## config.mk

```make
export PLATFORM = sky130hd
export DESIGN_NAME = recip_denorm
export DESIGN_NICKNAME = d
export VERILOG_FILES = /design/src/rtl/recip_denorm.sv
export SDC_FILE = /design/constraint.sdc
export NUM_CORES = 1
export LEC_CHECK = 0
export CAP_MARGIN = 20
export CORE_MARGIN = 1
export CORE_UTILIZATION = 45
export DETAILED_ROUTE_END_ITERATION = 12
export MAX_ROUTING_LAYER = met4
export PLACE_DENSITY = 0.72
export SLEW_MARGIN = 20
export SYNTH_ARGS = -nofsm -noshare
export SYNTH_HDL_FRONTEND = slang
export SYNTH_SLANG_ARGS = --single-unit
```

## constraint.sdc

```tcl
create_clock -name clk -period 2.1 [get_ports clk]
set_input_delay 0.42 -clock clk [delete_from_list [all_inputs] [get_ports clk]]
set_output_delay 0.42 -clock clk [all_outputs]
set_load 0.05 [all_outputs]
```

## src/rtl/recip_denorm.sv

```systemverilog
// recip_denorm: three-stage back-pressured denormalizing left shifter for the
// reciprocal datapath. Shifts the normalized mantissa left by the operand's
// leading-zero count and saturates to all ones on overflow or divide-by-zero.
//
// Ports:
//   clk, rst_n          clock (rising edge), async active-low reset
//   in_valid/in_ready   input handshake; in_ready = global advance
//   in_d  [WIDTH-1:0]   normalized mantissa
//   in_s  [4:0]         left-shift count
//   in_a                original operand was zero (forces saturation)
//   out_valid/out_ready output handshake
//   out_q [WIDTH-1:0]   denormalized result (all ones when saturated)
//   out_sat             result saturated
//
// Stages: S1 shifts by 16/8, S2 by 4/2, S3 by 1 and applies the final select.
// A sticky overflow flag travels with each beat so a bit lost in an early
// sub-step is never forgotten. WIDTH must stay within 17..32 so the 16-bit
// sub-step is meaningful and the 5-bit count covers the width.
module recip_denorm #(
  parameter int WIDTH = 24
) (
  input  logic             clk,
  input  logic             rst_n,
  input  logic             in_valid,
  output logic             in_ready,
  input  logic [WIDTH-1:0] in_d,
  input  logic [4:0]       in_s,
  input  logic             in_a,
  output logic             out_valid,
  input  logic             out_ready,
  output logic [WIDTH-1:0] out_q,
  output logic             out_sat
);

  localparam logic [WIDTH-1:0] ONES = '1;

  // Conditional left shift by a fixed amount. MSB of the result is set when
  // any 1 bit falls off the top.
  function automatic logic [WIDTH:0] shl(input logic [WIDTH-1:0] d,
                                         input logic en, input int n);
    logic [WIDTH:0] r;
    r = {1'b0, d};
    if (en) begin
      r[WIDTH-1:0] = d << n;
      r[WIDTH]     = (d >> (WIDTH - n)) != '0;
    end
    return r;
  endfunction

  // Single global advance: the whole pipe moves or the whole pipe holds.
  logic adv;
  assign adv      = ~(out_valid & ~out_ready);
  assign in_ready = adv;

  logic [3:1]       vld_pipe;
  logic [WIDTH-1:0] d1, d2, q3;
  logic [2:0]       sh1;
  logic             sh2;
  logic             ov1, ov2, sat3;

  // S1 combinational: 16 then 8
  logic [WIDTH:0] s1_a, s1_b;
  assign s1_a = shl(in_d, in_s[4], 16);
  assign s1_b = shl(s1_a[WIDTH-1:0], in_s[3], 8);

  // S2 combinational: 4 then 2
  logic [WIDTH:0] s2_a, s2_b;
  assign s2_a = shl(d1, sh1[2], 4);
  assign s2_b = shl(s2_a[WIDTH-1:0], sh1[1], 2);

  // S3 combinational: 1 and final overflow
  logic [WIDTH:0] s3_a;
  logic           ov3;
  assign s3_a = shl(d2, sh2, 1);
  assign ov3  = ov2 | s3_a[WIDTH];

  always_ff @(posedge clk or negedge rst_n) begin
    if (!rst_n) begin
      vld_pipe <= '0;
      d1       <= '0;
      d2       <= '0;
      q3       <= '0;
      sh1      <= '0;
      sh2      <= 1'b0;
      ov1      <= 1'b0;
      ov2      <= 1'b0;
      sat3     <= 1'b0;
    end else if (adv) begin
      vld_pipe <= {vld_pipe[2:1], in_valid};
      d1       <= s1_b[WIDTH-1:0];
      sh1      <= in_s[2:0];
      ov1      <= in_a | s1_a[WIDTH] | s1_b[WIDTH];
      d2       <= s2_b[WIDTH-1:0];
      sh2      <= sh1[0];
      ov2      <= ov1 | s2_a[WIDTH] | s2_b[WIDTH];
      q3       <= ov3 ? ONES : s3_a[WIDTH-1:0];
      sat3     <= ov3;
    end
  end

  assign out_valid = vld_pipe[3];
  assign out_q     = q3;
  assign out_sat   = sat3;

endmodule
```

Yosys cells after proc, flatten, opt, wreduce, memory -nomap -nowiden
Index checks and enable logic that the tools add are counted.
{"block": "totals", "register_bits": 82, "wordCells": 27, "out_inout_bits": 27}
{"block": "classes", "n_bitwise": 8, "mux": 6, "n_reduce_logical": 4}
{"operator": "$mux 25", "count": 5}
{"operator": "$reduce_bool 24->1", "count": 4}
{"operator": "$mux 24", "count": 1}
{"operator": "$or 1x1->1", "count": 5}
{"operator": "$not 1->1", "count": 2}
{"operator": "$and 1x1->1", "count": 1}

Logic depth before layout (Yosys ltp)
Gate-level depths: netlist (run 1).
{"block": "depth", "word_depth": 5, "ltp_mapped": 7, "depth_no_buf": 4}

Least setup slack after synthesis (run 1)
Ideal clock, no wire load.
{"block": "synth_timing", "path_type": "register -> output", "start": "register vld_pipe[3] in the netlist's numbering", "end": "output in_ready", "arrival_time_ns": 1.470, "n_path_buf": 3, "path_stages_with_launch": 6, "slack_ns": 0.210, "required_time_ns": 1.680, "cell_sequence": "dfrtp_1 > nor2b_1 > buf_2 > inv_2 > buf_4 > buf_2"}
{"block": "synth_between", "elab_chain_cells": 2}
{"item": "from (decl)", "line_no": "55", "rtl": "logic [3:1] vld_pipe;"}
{"item": "from (signal assigned)", "line_no": "89", "rtl": "vld_pipe <= {vld_pipe[2:1], in_valid};"}
{"item": "$and 1x1->1", "line_no": "52", "rtl": "assign adv = ~(out_valid & ~out_ready);"}
{"item": "$not 1->1", "line_no": "52"}
{"item": "to (decl)", "line_no": "25", "rtl": "output logic in_ready,"}
No other way between the ends.

Final worst setup path (run 1)
{"block": "layout_timing", "start": "register q3[15] (netlist: out_q[15])", "end": "output out_q[15]"}
{"item": "from (decl)", "line_no": "56", "rtl": "logic [WIDTH-1:0] d1, d2, q3;"}
{"item": "from (signal assigned)", "line_no": "96", "rtl": "q3 <= ov3 ? ONES : s3_a[WIDTH-1:0];"}
{"item": "to (decl)", "line_no": "31", "rtl": "output logic [WIDTH-1:0] out_q,"}
No word-level cell between the ends.

==> results, run 1 <==
- In this run, the number of DRC markers left after iteration 0 of detailed routing was 178.
- The worst hold-check path type is in -> async.
- Counting I/O delays and the setup requirement, the final critical path takes 1.95 ns.
- The detailed router placed 3131 vias in this run.
- Max-cap violations in this run came to 0.
- For this block, the routed nets add up to 9010 um of wire.
- The largest vdd supply drop is 373 uV.
- In the routed design, unresolved DRC markers number 0.
- The total congestion overflow is 0.
- For this design the total switching power over the nets is 1.98 mW.
- Summing all flip-flop and latch instances after layout gives 2050 um2.
- For the worst setup path, the data required time is 1.68 ns.
- Of the total power, the share spent switching nets is 36.4%.
- In the final layout, the multi-input gates occupy 1830 um2.
- After detailed routing, the number of vias per cell comes to 5.44.
- The overall die area is 9440 um2.
- Entering global routing, the biggest net connects 42 pins.
- The clock-pin slew reported for the worst setup and hold paths after clock tree synthesis is 0.09 ns.
- The first global-routing pass estimated 15600 um of wire.
- TritonCTS built the clock tree.
- The top-level port count is 61.
- The final number of max-transition violations was 0.
- The flip-flop and latch count after synthesis is 82.
- Yosys printed 0 warnings.
- Once the clock tree was built, the setup fixing pass inserted 0 buffers.
- The critical path is of the reg -> out type.
- The launch point of the worst reg-to-reg path is sh1[1].
- The proportion of power drawn by the clock network is 23.4%.
- Sequential cells were found to cover 50.4% of the synthesized design area.
- After legalization and detailed placement, the total HPWL measured 6540 um.
- Internal power comes to 3.47 mW.
- Including well taps, the total number of placed cells is 560.
- The total of endpoints with negative setup slack in the final report is 0.
- The category of the worst setup path capture point is a primary output.
- In the synthesized netlist the dominant register cell turns out to be sky130_fd_sc_hd__dfrtp_1.
- After floorplanning, the core was sized to cover 8760 um2.
- Dividing the final minimum period by the clock period gives 93.0%.
- The detail route stage leaves a number of antenna-violating nets equal to 0.
- The type of element launching the critical path is a flop.
- The final critical-path setup slack is 0.147 ns.
- The setup slack of the most critical reg-to-reg path is 0.60 ns.
- Measured in cells, the most critical reg-to-reg path has a length of 5.
- The synthesized design devotes to its leading area cell type 50.4% of total area.
- The highest-delay cell along the critical path is sky130_fd_sc_hd__clkdlybuf4s50_1.
- The share of final-layout standard cells stronger than drive strength 1 is 12.0%.
- Of all nets on the critical path, the largest fanout is 2.
- The number of input and output port buffers inserted is 60.
- The number of gates given a new drive strength after cts is 0.
- The post-synthesis average cell area is 10.0 um2.
- The latest clock arrival within the worst-skew pair is 0.36 ns.
- The H-tree depth is 3.
- The master cell of the clock root buffer is sky130_fd_sc_hd__clkbuf_8.
- Derived from the worst setup path, the maximum achievable clock frequency is 512 MHz.
- The cell type with the highest aggregate area in the netlist is sky130_fd_sc_hd__dfrtp_1.
- The first-pass iteration count of the detailed router is 4.
- Synthesis produced 407 cells.
- The run finished with clean final reports.
- The placement-stage worst setup slack is 0.188 ns.
- From synthesis to final layout, the design area changed by 23.5%.
- The endpoint of the most critical register-to-register path is d2[13].
- The width of the chip is 97.2 um.
- The synthesized netlist net count is 441.
- At the worst endpoint, the arrival time is 1.53 ns.
- Grouping stages by cell kind, the critical path spends the most delay in buffers and inverters.
- The total global routing track utilization is 21.3%.
- Walking the worst path, the cells encountered are clkdlybuf4s50_1.
- The number of hold violations in the final report is 0.
- The worst path buffer plus inverter count is 1.
- The design draws 5.45 mW.
- For the pin with the worst max-slew slack, the measured transition is 0.547 ns.
- The number of synthesized flops with an enable pin is 0.
- The area of the mapped netlist is 4080 um2.
- The sequential share of power is 41.6%.
- For this design the ratio of total power to cell area is 1080 nW/um2.
- The worst relative slew slack is 63.3%.
- For this design the static power due to leakage is 2.10 nW.
- Fill cells in the final layout number 787.
- The number of global-route vias before repair is 3153.
- Per report_power, the combinational group accounts for 34.9% of the total.
- The final cell count without fillers is 576.
- The distinct cell type count of the synthesized netlist is 32.
- The number of standard-cell rows in the floorplan is 34.
- Routability-driven placement finished with a final weighted congestion of 0.920.
- In this run, CTS created clock tree buffers numbering 9.
- After clock tree synthesis, the flow added hold-fix buffers numbering 0.
- The routed wirelength normalized by instance count is 15.6 um.
- In this run the vertical extent of the chip is 97.2 um.
- For this run, asynchronously set or reset flops after synthesis account for 100%.
- Clock tree synthesis found a total of 82 sinks.
- The number of antenna violations at the first check in global routing is 0.
- In this run the deepest clock path goes through 2 buffers.
- For this run, the slowest stage of the critical path takes 0.81 ns.
- Setup repair after global routing left no endpoint under its margin.
- After routing, the total negative slack on setup checks comes to 0 ns.
- The final layout net count is 497.
- By area the synthesized netlist is led by sky130_fd_sc_hd__dfrtp_1 50%, sky130_fd_sc_hd__mux2i_1 12%, sky130_fd_sc_hd__a21oi_1 7.6%.
- The repair_antennas step left the layout with diodes totalling 0.
- The effective utilization at floorplan is 46.5%.
- The post-route clock skew is 0.0110 ns.
flip-flops by register name, indices dropped and copies added, names as in the netlist:
name and flops:
out_sat 1, sh2 1, ov1 1, ov2 1
d1 24, vld_pipe 3, out_q 24, sh1 3
d2 24
cells in the mapped netlist, types with 2 or more instances:
library cell,instances
sky130_fd_sc_hd__nor2b_1,6
sky130_fd_sc_hd__nand2b_1,3
sky130_fd_sc_hd__buf_4,6
sky130_fd_sc_hd__dfrtp_1,82
sky130_fd_sc_hd__a21oi_1,62
sky130_fd_sc_hd__buf_2,13
sky130_fd_sc_hd__inv_2,2
sky130_fd_sc_hd__a211oi_2,4
sky130_fd_sc_hd__clkbuf_1,4
sky130_fd_sc_hd__nor4_1,6
sky130_fd_sc_hd__a22o_1,10
sky130_fd_sc_hd__o21ai_0,19
sky130_fd_sc_hd__mux2i_1,50
sky130_fd_sc_hd__nor2_1,69
sky130_fd_sc_hd__mux4_2,2
sky130_fd_sc_hd__mux2_2,12
sky130_fd_sc_hd__buf_1,2
sky130_fd_sc_hd__buf_6,3
sky130_fd_sc_hd__nand2_1,37
sky130_fd_sc_hd__nor3_1,2
sky130_fd_sc_hd__o31ai_1,2
power groups by stage:
stage                     Clock (mW)  Combinational [mW]  Sequential, mW
after floorplan                    0                1.21            2.42
after global placement             0                1.87            2.28
after detailed placement           0                1.90            2.31
after CTS                       1.30                1.91            2.27
after global routing            1.38                2.09            2.33
final                           1.28                1.91            2.27
placed cells by master (no fill, tap or decap), types with 2 or more instances in the layout:
master                            synthesis  final
sky130_fd_sc_hd__buf_4                    6     11
sky130_fd_sc_hd__mux4_2                   2      2
sky130_fd_sc_hd__inv_2                    2      2
sky130_fd_sc_hd__nand2b_1                 3      3
sky130_fd_sc_hd__bufinv_16                0      2
sky130_fd_sc_hd__nor4_1                   6      6
sky130_fd_sc_hd__clkbuf_8                 0     10
sky130_fd_sc_hd__o31ai_1                  2      2
sky130_fd_sc_hd__nor2_1                  69     69
sky130_fd_sc_hd__nor3_1                   2      2
sky130_fd_sc_hd__a21oi_1                 62     62
sky130_fd_sc_hd__a211oi_2                 4      4
sky130_fd_sc_hd__nand2_1                 37     37
sky130_fd_sc_hd__a22o_1                  10     10
sky130_fd_sc_hd__mux2i_1                 50     50
sky130_fd_sc_hd__clkinv_4                 0      2
sky130_fd_sc_hd__clkdlybuf4s50_1          0     58
sky130_fd_sc_hd__dfrtp_1                 82     82
sky130_fd_sc_hd__nor2b_1                  6      5
sky130_fd_sc_hd__mux2_2                  12     12
sky130_fd_sc_hd__buf_12                   0      6
sky130_fd_sc_hd__o21ai_0                 19     19
worst max path at each step:
stage / startpoint / depth (start not counted) / slack (ns) / endpoint
after floorplan: vld_pipe[3] / 5 / 0.21 / in_ready
after global routing: out_q[19] / 1 / 0.08 / out_q[19]
after global placement: out_ready / 4 / 0.21 / in_ready
after detailed placement: out_ready / 4 / 0.19 / in_ready
final: out_q[15] / 1 / 0.15 / out_q[15]
after CTS: out_q[15] / 1 / 0.12 / out_q[15]
cells by family (layout without fill, tap and decap cells):
logic type             Yosys count  after routing  synth area share (%)
multiplexers                    64             64                  16.7
AO/OA/AOI/OAI                  102            102                  15.1
flip-flops                      82             82                  50.4
buffers and inverters           32             93                  4.82
AND/OR/NAND/NOR                127            127                  13.0
metrics by stage:
stage / instance area, um2 / util (%) / hold slack, ns
5_1_grt: 5030 / 57.5 / 0.0491
6_report: 5030 / 57.5 / 0.0295
3_5_place_dp: 4810 / 54.9 / 0.423
3_3_place_gp: 4810 / 54.9 / 0.421
2_1_floorplan: 4080 / - / 0.124
4_1_cts: 5030 / 57.5 / 0.0351
area by class of cell:
type	instances	share of cell area, %
clock buffers	11	2.81
multi-input cells	293	36.3
well taps	108	2.68
inverters	2	0.149
clock inverters	5	1.71
repair buffers	75	15.6
flip-flops and latches	82	40.8
metal layers:
| metal | track usage, % | up-vias | part of all wire [%] |
|---|---|---|---|
| met5 | - | - | 0 |
| li1 | - | 1535 | - |
| met4 | 7.58 | 0 | 1.7 |
| met2 | 32.3 | 87 | 46 |
| met3 | 4.53 | 11 | 4.4 |
| met1 | 28.5 | 1498 | 48 |
Power figures use the tool's default switching activity.
==> inputs of run 2 (changes only) <==
--- a/config.mk
+++ b/config.mk
@@ -6,12 +6,10 @@
 export NUM_CORES = 1
 export LEC_CHECK = 0
 export CAP_MARGIN = 20
-export CORE_MARGIN = 1
 export CORE_UTILIZATION = 45
 export DETAILED_ROUTE_END_ITERATION = 12
 export MAX_ROUTING_LAYER = met4
 export PLACE_DENSITY = 0.72
-export SLEW_MARGIN = 20
 export SYNTH_ARGS = -nofsm -noshare
 export SYNTH_HDL_FRONTEND = slang
 export SYNTH_SLANG_ARGS = --single-unit
==> constraint.sdc (replaced) <==
create_clock -name clk -period 2.1 [get_ports clk]
set_input_delay 0.42 -clock clk [delete_from_list [all_inputs] [get_ports clk]]
set_output_delay 0.42 -clock clk [all_outputs]
set_load 0.005 [all_outputs]
==> run 2 against run 1 <==
Clock power fell by 23%; die area did not move; cell count fell by 0.69%; combinational power fell by 16%; sequential share of layout area rose by 0.73 points; critical endpoint is now in_ready; largest power group unchanged.
==> results, run 2 (synthesis results as in run 1) <==
- The total DRC errors in the routed layout is 0 (unchanged).
- The total global routing track utilization came to 20.5% (-0.87 points).
- The clock-pin slew reported for the worst setup and hold paths after clock tree synthesis came to 0.08 ns (about the same).
- The number of buffers inserted to repair setup after CTS is 0 (unchanged).
- The post-route clock skew is 0.00953 ns (-0.00144 ns).
- The largest vdd supply drop is 351 uV (-6.1%).
- The number of violations of the max-capacitance limit was 0 (unchanged).
- The share of the core filled with cells in the final layout is 56.4% (-1.0 points).
- From synthesis to final layout, the design area changed by 21.4%.
- The overall die area is 9440 um2 (unchanged).
- The total via count in the routed design is 3088 (-1.4%).
- The top-level port count is 61 (unchanged).
- The latest clock arrival within the worst-skew pair is 0.35 ns (about the same).
- The number of buffers between clock root and the deepest sink is 2 (unchanged).
- The share of final-layout standard cells stronger than drive strength 1 came to 11.0% (-0.97 points).
- The number of antenna diodes is 0 (unchanged).
- The CTS buffer count is 9 (unchanged).
- The total power was 4.86 mW (-11%).
- The pin count of the biggest net entering global routing is 79 (+88%).
- The worst hold-check path type is reg -> reg.
- The first-pass GRT wire length came to 14900 um (-4.6%).
- The leakage power was 2.05 nW (-2.1%).
- The worst relative slew slack was 64.1% (+0.79 points).
- The first-pass iteration count of the detailed router is 4 (unchanged).
- The transition time at the pin with the least slew margin is 0.537 ns (-0.00993 ns).
- The final RePlAce weighted congestion is 0.929 (+1.0%).
- The post-route minimum period is 1.98 ns (+0.0313 ns).
- Leaving out fill and tap cells, the most frequent cells in the layout are 82 x sky130_fd_sc_hd__dfrtp_1, 69 x sky130_fd_sc_hd__nor2_1, 62 x sky130_fd_sc_hd__a21oi_1.
- The number of hold violations in the final report was 0 (unchanged).
- The final layout net count came to 494 (-0.60%).
- The die outline height came to 97.2 um (unchanged).
- The vias per cell is 5.40 (-0.68%).
- The number of global-route vias before repair is 3087 (-2.1%).
- The area of all placed cells without fillers is 4950 um2 (-1.8%).
- The upper clock frequency limit is 504 MHz (-1.6%).
- The data arrival at the endpoint of the critical path is 1.56 ns (+0.03 ns).
- TritonCTS built the clock tree.
- The number of clock sinks seen by CTS was 82 (unchanged).
- The width of the chip is 97.2 um (unchanged).
- The ratio of final minimum period to clock period is 94.5% (+1.5 points).
- The routed wirelength normalized by instance count is 15.0 um (-4.5%).
- The final routed wirelength across all metal layers is 8550 um (-5.1%).
- The power per unit of standard cell area is 983 nW/um2 (-9.2%).
- The setup TNS came to 0 ns (unchanged).
- The placeable core area is 8760 um2 (unchanged).
- Leaving out fill and tap cells, the most frequent cell in the layout is sky130_fd_sc_hd__dfrtp_1.
- The worst setup path is captured at a primary output.
- The number of standard-cell rows in the floorplan was 34 (unchanged).
- The effective utilization at floorplan came to 46.5% (unchanged).
- The setup path with the least slack is of type in -> out.
- The H-tree depth is 3 (unchanged).
- The number of input and output port buffers inserted came to 60 (unchanged).
- The post-detailed-placement cell area is 4770 um2 (-0.83%).
- The final number of max-transition violations is 0 (unchanged).
- STA classifies the critical path startpoint as an input pin.
- The number of antenna violations at the first check in global routing was 0 (unchanged).
- The total half-perimeter wirelength after legalization and detailed placement is 6260 um (-4.4%).
- The number of DRC markers after the initial detailed-route iteration came to 124 (-30%).
- The required time reported for the critical path endpoint is 1.68 ns (about the same).
- The run finished with clean final reports.
- Setup repair after global routing left no endpoint under its margin.
- The largest fanout of any net on the critical path is 2 (unchanged).
- The number of nets with antenna violations after detailed routing was 0 (unchanged).
- The number of gates given a new drive strength after cts was 0 (unchanged).
- The total congestion overflow was 0 (unchanged).
- The total of endpoints with negative setup slack in the final report is 0 (unchanged).
- The master cell of the clock root buffer is sky130_fd_sc_hd__clkbuf_8.
==> run 2: worst paths after layout <==
| kind | start | end | slack, ns | cells past startpoint |
|---|---|---|---|---|
| max | out_ready | in_ready | 0.12 | 4 |
| min | vld_pipe[2] | vld_pipe[2] | 0.46 | 2 |
| max reg2reg | sh1[1] | d2[12] | 0.55 | 5 |
| min reg2reg | vld_pipe[2] | vld_pipe[2] | 0.46 | 2 |
| max in group asynchronous | rst_n | out_q[21] | 0.98 | 3 |
| min in group asynchronous | rst_n | out_q[2] | 0.54 | 2 |
==> run 2: worst max-delay path, cell delays in order <==
cell,delay (ns)
sky130_fd_sc_hd__clkdlybuf4s50_1,0.47
sky130_fd_sc_hd__nor2b_2,0.05
sky130_fd_sc_hd__inv_2,0.10
sky130_fd_sc_hd__clkdlybuf4s50_1,0.51
==> run 2: power by group <==
part / switching (mW) / leakage [nW] / internal, mW
clock network: 0.540 / 0.0879 / 0.450
logic: 0.830 / 1.03 / 0.778
registers: 0.315 / 0.932 / 1.95
==> run 2: what timing repair did <==
item,CTS,global route
setup endpoints to repair,0,0
endpoints found under the hold margin,23,0
hold buffers,1,0
==> run 2: routing by layer <==
layer  vias to the layer above  global-route usage, %  routed length [um]
met5                         -                      -                   0
met4                         0                   6.20                 127
met3                        12                   4.24                 336
met2                        77                   30.4                3980
met1                      1466                   28.4                4110
li1                       1533                      -                   -
==> run 2: area by class of cell <==
type	instances	area [um2]
sequential	82	2050
inverter	2	7.51
fill	783	3820
multi-input combinational	293	1830
timing repair buffer	72	753
tap	108	135
clock inverter	5	31.3
clock buffer	10	138
==> run 2: through the flow <==
step	setup slack (ns)	hold WS [ns]	cells
floorplan	0.611	0.124	407
global placement	0.101	0.377	556
detailed placement	0.111	0.378	556
CTS	0.102	0.465	572
global route	0.0855	0.516	572
finish	0.116	0.463	572
==> inputs of run 3 (changes only) <==
--- a/config.mk
+++ b/config.mk
@@ -6,6 +6,7 @@
 export NUM_CORES = 1
 export LEC_CHECK = 0
 export CAP_MARGIN = 20
+export CORE_ASPECT_RATIO = 1.1
 export CORE_UTILIZATION = 45
 export DETAILED_ROUTE_END_ITERATION = 12
 export MAX_ROUTING_LAYER = met4
==> run 3 against run 2 <==
Power up 5.7%; worst hold slack worse by 0.45 ns; sequential share of layout area down 0.43 points; largest cell class unchanged; highest routed layer unchanged.
==> results, run 3 (synthesis results as in run 1) <==
- The run finished with clean final reports.
- The number of DRC markers after the initial detailed-route iteration came to 157 (+27%).
- The first-pass iteration count of the detailed router is 4 (unchanged).
- The H-tree depth is 3 (unchanged).
- The largest vdd supply drop is 433 uV (+23%).
- The sequential share of power is 44.3% (-2.3 points).
- The post-route minimum period is 1.98 ns (-0.000169 ns).
- The final layout net count was 492 (-0.40%).
- The total of hold buffers inserted after clock tree synthesis is 0 (-1).
- The proportion of power drawn by the clock network is 24.0% (+3.6 points).
- The vias per cell is 5.36 (-0.67%).
- The worst hold-check path type is in -> async.
- The highest-delay cell along the critical path is sky130_fd_sc_hd__clkdlybuf4s50_1.
- The library cells used most frequently in the layout, excluding fill and tap cells, are 82 x sky130_fd_sc_hd__dfrtp_1, 69 x sky130_fd_sc_hd__nor2_1, 62 x sky130_fd_sc_hd__a21oi_1.
- The cell type group with the largest total delay on the critical path is buffers and inverters.
- The worst path buffer plus inverter count was 3 (unchanged).
- The total of endpoints with negative setup slack in the final report was 0 (unchanged).
- Setup repair after global routing left no endpoint under its margin.
- The CTS buffer count is 9 (unchanged).
- The pin count of the biggest net entering global routing is 79 (unchanged).
- The number of nets with antenna violations after detailed routing was 0 (unchanged).
- The switching portion of total power is 33.3% (-1.4 points).
- The final RePlAce weighted congestion is 0.831 (-11%).
- The worst relative slew slack is 61.3% (-2.8 points).
- The final routed wirelength across all metal layers is 8720 um (+2.0%).
- From synthesis to final layout, the design area changed by 22.6%.
- The overall die area is 9440 um2 (about the same).
- The top-level port count came to 61 (unchanged).
- The master cell of the clock root buffer is sky130_fd_sc_hd__clkbuf_8.
- The post-route clock skew came to 0.00676 ns (-0.00277 ns).
- The effective utilization at floorplan is 46.2% (-0.34 points).
- The setup TNS is 0 ns (unchanged).
- The number of global-route vias before repair is 3085 (-0.065%).
- The largest fanout of any net on the critical path is 2 (unchanged).
- Traced cell by cell, the critical path runs through clkdlybuf4s50_1, nor2b_2, inv_2, clkdlybuf4s50_1.
- The required time reported for the critical path endpoint was 1.68 ns (about the same).
- The delay of the slowest critical-path stage was 0.51 ns (about the same).
- The latest clock arrival within the worst-skew pair was 0.35 ns (about the same).
- The total half-perimeter wirelength after legalization and detailed placement is 6320 um (+1.1%).
- The number of gates given a new drive strength after cts came to 0 (unchanged).
- The transition time at the pin with the least slew margin is 0.577 ns (+0.0395 ns).
- The post-detailed-placement cell area was 4780 um2 (+0.26%).
- The number of hold violations in the final report is 0 (unchanged).
- The filler cell count is 824 (+5.2%).
- The critical path is of the in -> out type.
- The switching power total is 1.71 mW (+1.6%).
- The routed wirelength normalized by instance count is 15.1 um (+1.1%).
- The upper clock frequency limit was 504 MHz (about the same).
- The leakage power came to 2.08 nW (+1.1%).
- The total DRC errors in the routed layout is 0 (unchanged).
- The setup slack of the most critical reg-to-reg path is 0.57 ns (+0.02 ns).
- The most frequent standard cell in the layout excluding fill and tap cells is sky130_fd_sc_hd__dfrtp_1.
- The multi-input gate area in the final layout is 1830 um2 (unchanged).
- The clock-pin slew reported for the worst setup and hold paths after clock tree synthesis is 0.08 ns (about the same).
- Among the stages of the critical path, the cell type that occurs most often is sky130_fd_sc_hd__clkdlybuf4s50_1.
- STA classifies the critical path startpoint as an input pin.
- The data arrival at the endpoint of the critical path is 1.56 ns (about the same).
- The area of all placed cells without fillers is 5000 um2 (+1.0%).
- TritonCTS built the clock tree.
- The number of buffers inserted to repair setup after CTS came to 0 (unchanged).
- The total global routing track utilization is 21.4% (+0.91 points).
- The number of clock sinks seen by CTS was 82 (unchanged).
- The power per unit of standard cell area is 1030 nW/um2 (+4.7%).
- The total via count in the routed design is 3094 (+0.19%).
- The category of the worst setup path capture point is a primary output.
- The number of standard-cell rows in the floorplan was 36 (+5.9%).
- The total congestion overflow is 0 (unchanged).
- The width of the chip came to 92.7 um (-4.6%).
- The share of final-layout standard cells stronger than drive strength 1 was 11.0% (+0.024 points).
- The first-pass GRT wire length is 15100 um (+1.1%).
- The ratio of final minimum period to clock period is 94.5% (about the same).
- The fraction of power consumed by combinational cells is 31.7% (-1.3 points).
- The register area is 2050 um2 (unchanged).
- The cell-internal power is 3.43 mW (+8.0%).
- The placeable core area is 8830 um2 (+0.74%).
- The number of violations of the max-capacitance limit is 0 (unchanged).
- The number of buffers between clock root and the deepest sink is 2 (unchanged).
- The number of antenna diodes came to 0 (unchanged).
- The number of input and output port buffers inserted is 60 (unchanged).
- The die outline height was 102 um (+4.8%).
- The number of antenna violations at the first check in global routing is 0 (unchanged).
- The final number of max-transition violations is 0 (unchanged).
==> run 3: final timing paths <==
check,from,endpoint,depth (start not counted)
max,out_ready,in_ready,4
min,rst_n,vld_pipe[2],1
max reg2reg,sh1[1],d2[13],5
min reg2reg,vld_pipe[2],vld_pipe[2],2
max in group asynchronous,rst_n,d2[19],2
min in group clk,vld_pipe[2],vld_pipe[2],2
==> run 3: layout make-up <==
class | count | share of cell area [%]
multi-input cells | 293 | 36.6
flip-flops and latches | 82 | 41.1
clock buffers | 10 | 2.75
well taps | 114 | 2.85
repair buffers | 70 | 15.0
clock inverters | 6 | 1.60
inverters | 2 | 0.150
==> run 3: power by group through the flow <==
stage	Clock, mW	Combinational, mW	Sequential [mW]
floorplan	0	1.19	2.20
global placement	0	1.59	2.29
detailed placement	0	1.62	2.31
CTS	1.25	1.64	2.28
global route	1.33	1.81	2.34
finish	1.23	1.63	2.28
==> run 3: routing by layer <==
| metal | track usage (%) | wire length (um) | part of all wire (%) |
|---|---|---|---|
| met1 | 27.3 | 4030 | 46 |
| met2 | 33.4 | 4060 | 46 |
| met3 | 2.63 | 352 | 4.0 |
| met5 | - | 0 | 0 |
| met4 | 11.5 | 280 | 3.2 |
==> run 3: stage by stage <==
stage / total power [mW] / util, % / cells / hold slack [ns] / setup slack [ns]
after floorplan: 3.39 / - / 407 / 0.124 / 0.611
after detailed placement: 3.93 / 54.1 / 561 / 0.409 / 0.105
after global routing: 5.49 / 56.6 / 577 / 0.0512 / 0.0819
final: 5.14 / 56.6 / 577 / 0.0182 / 0.116
after CTS: 5.17 / 56.6 / 577 / 0.0292 / 0.108
after global placement: 3.88 / 54.1 / 561 / 0.404 / 0.106
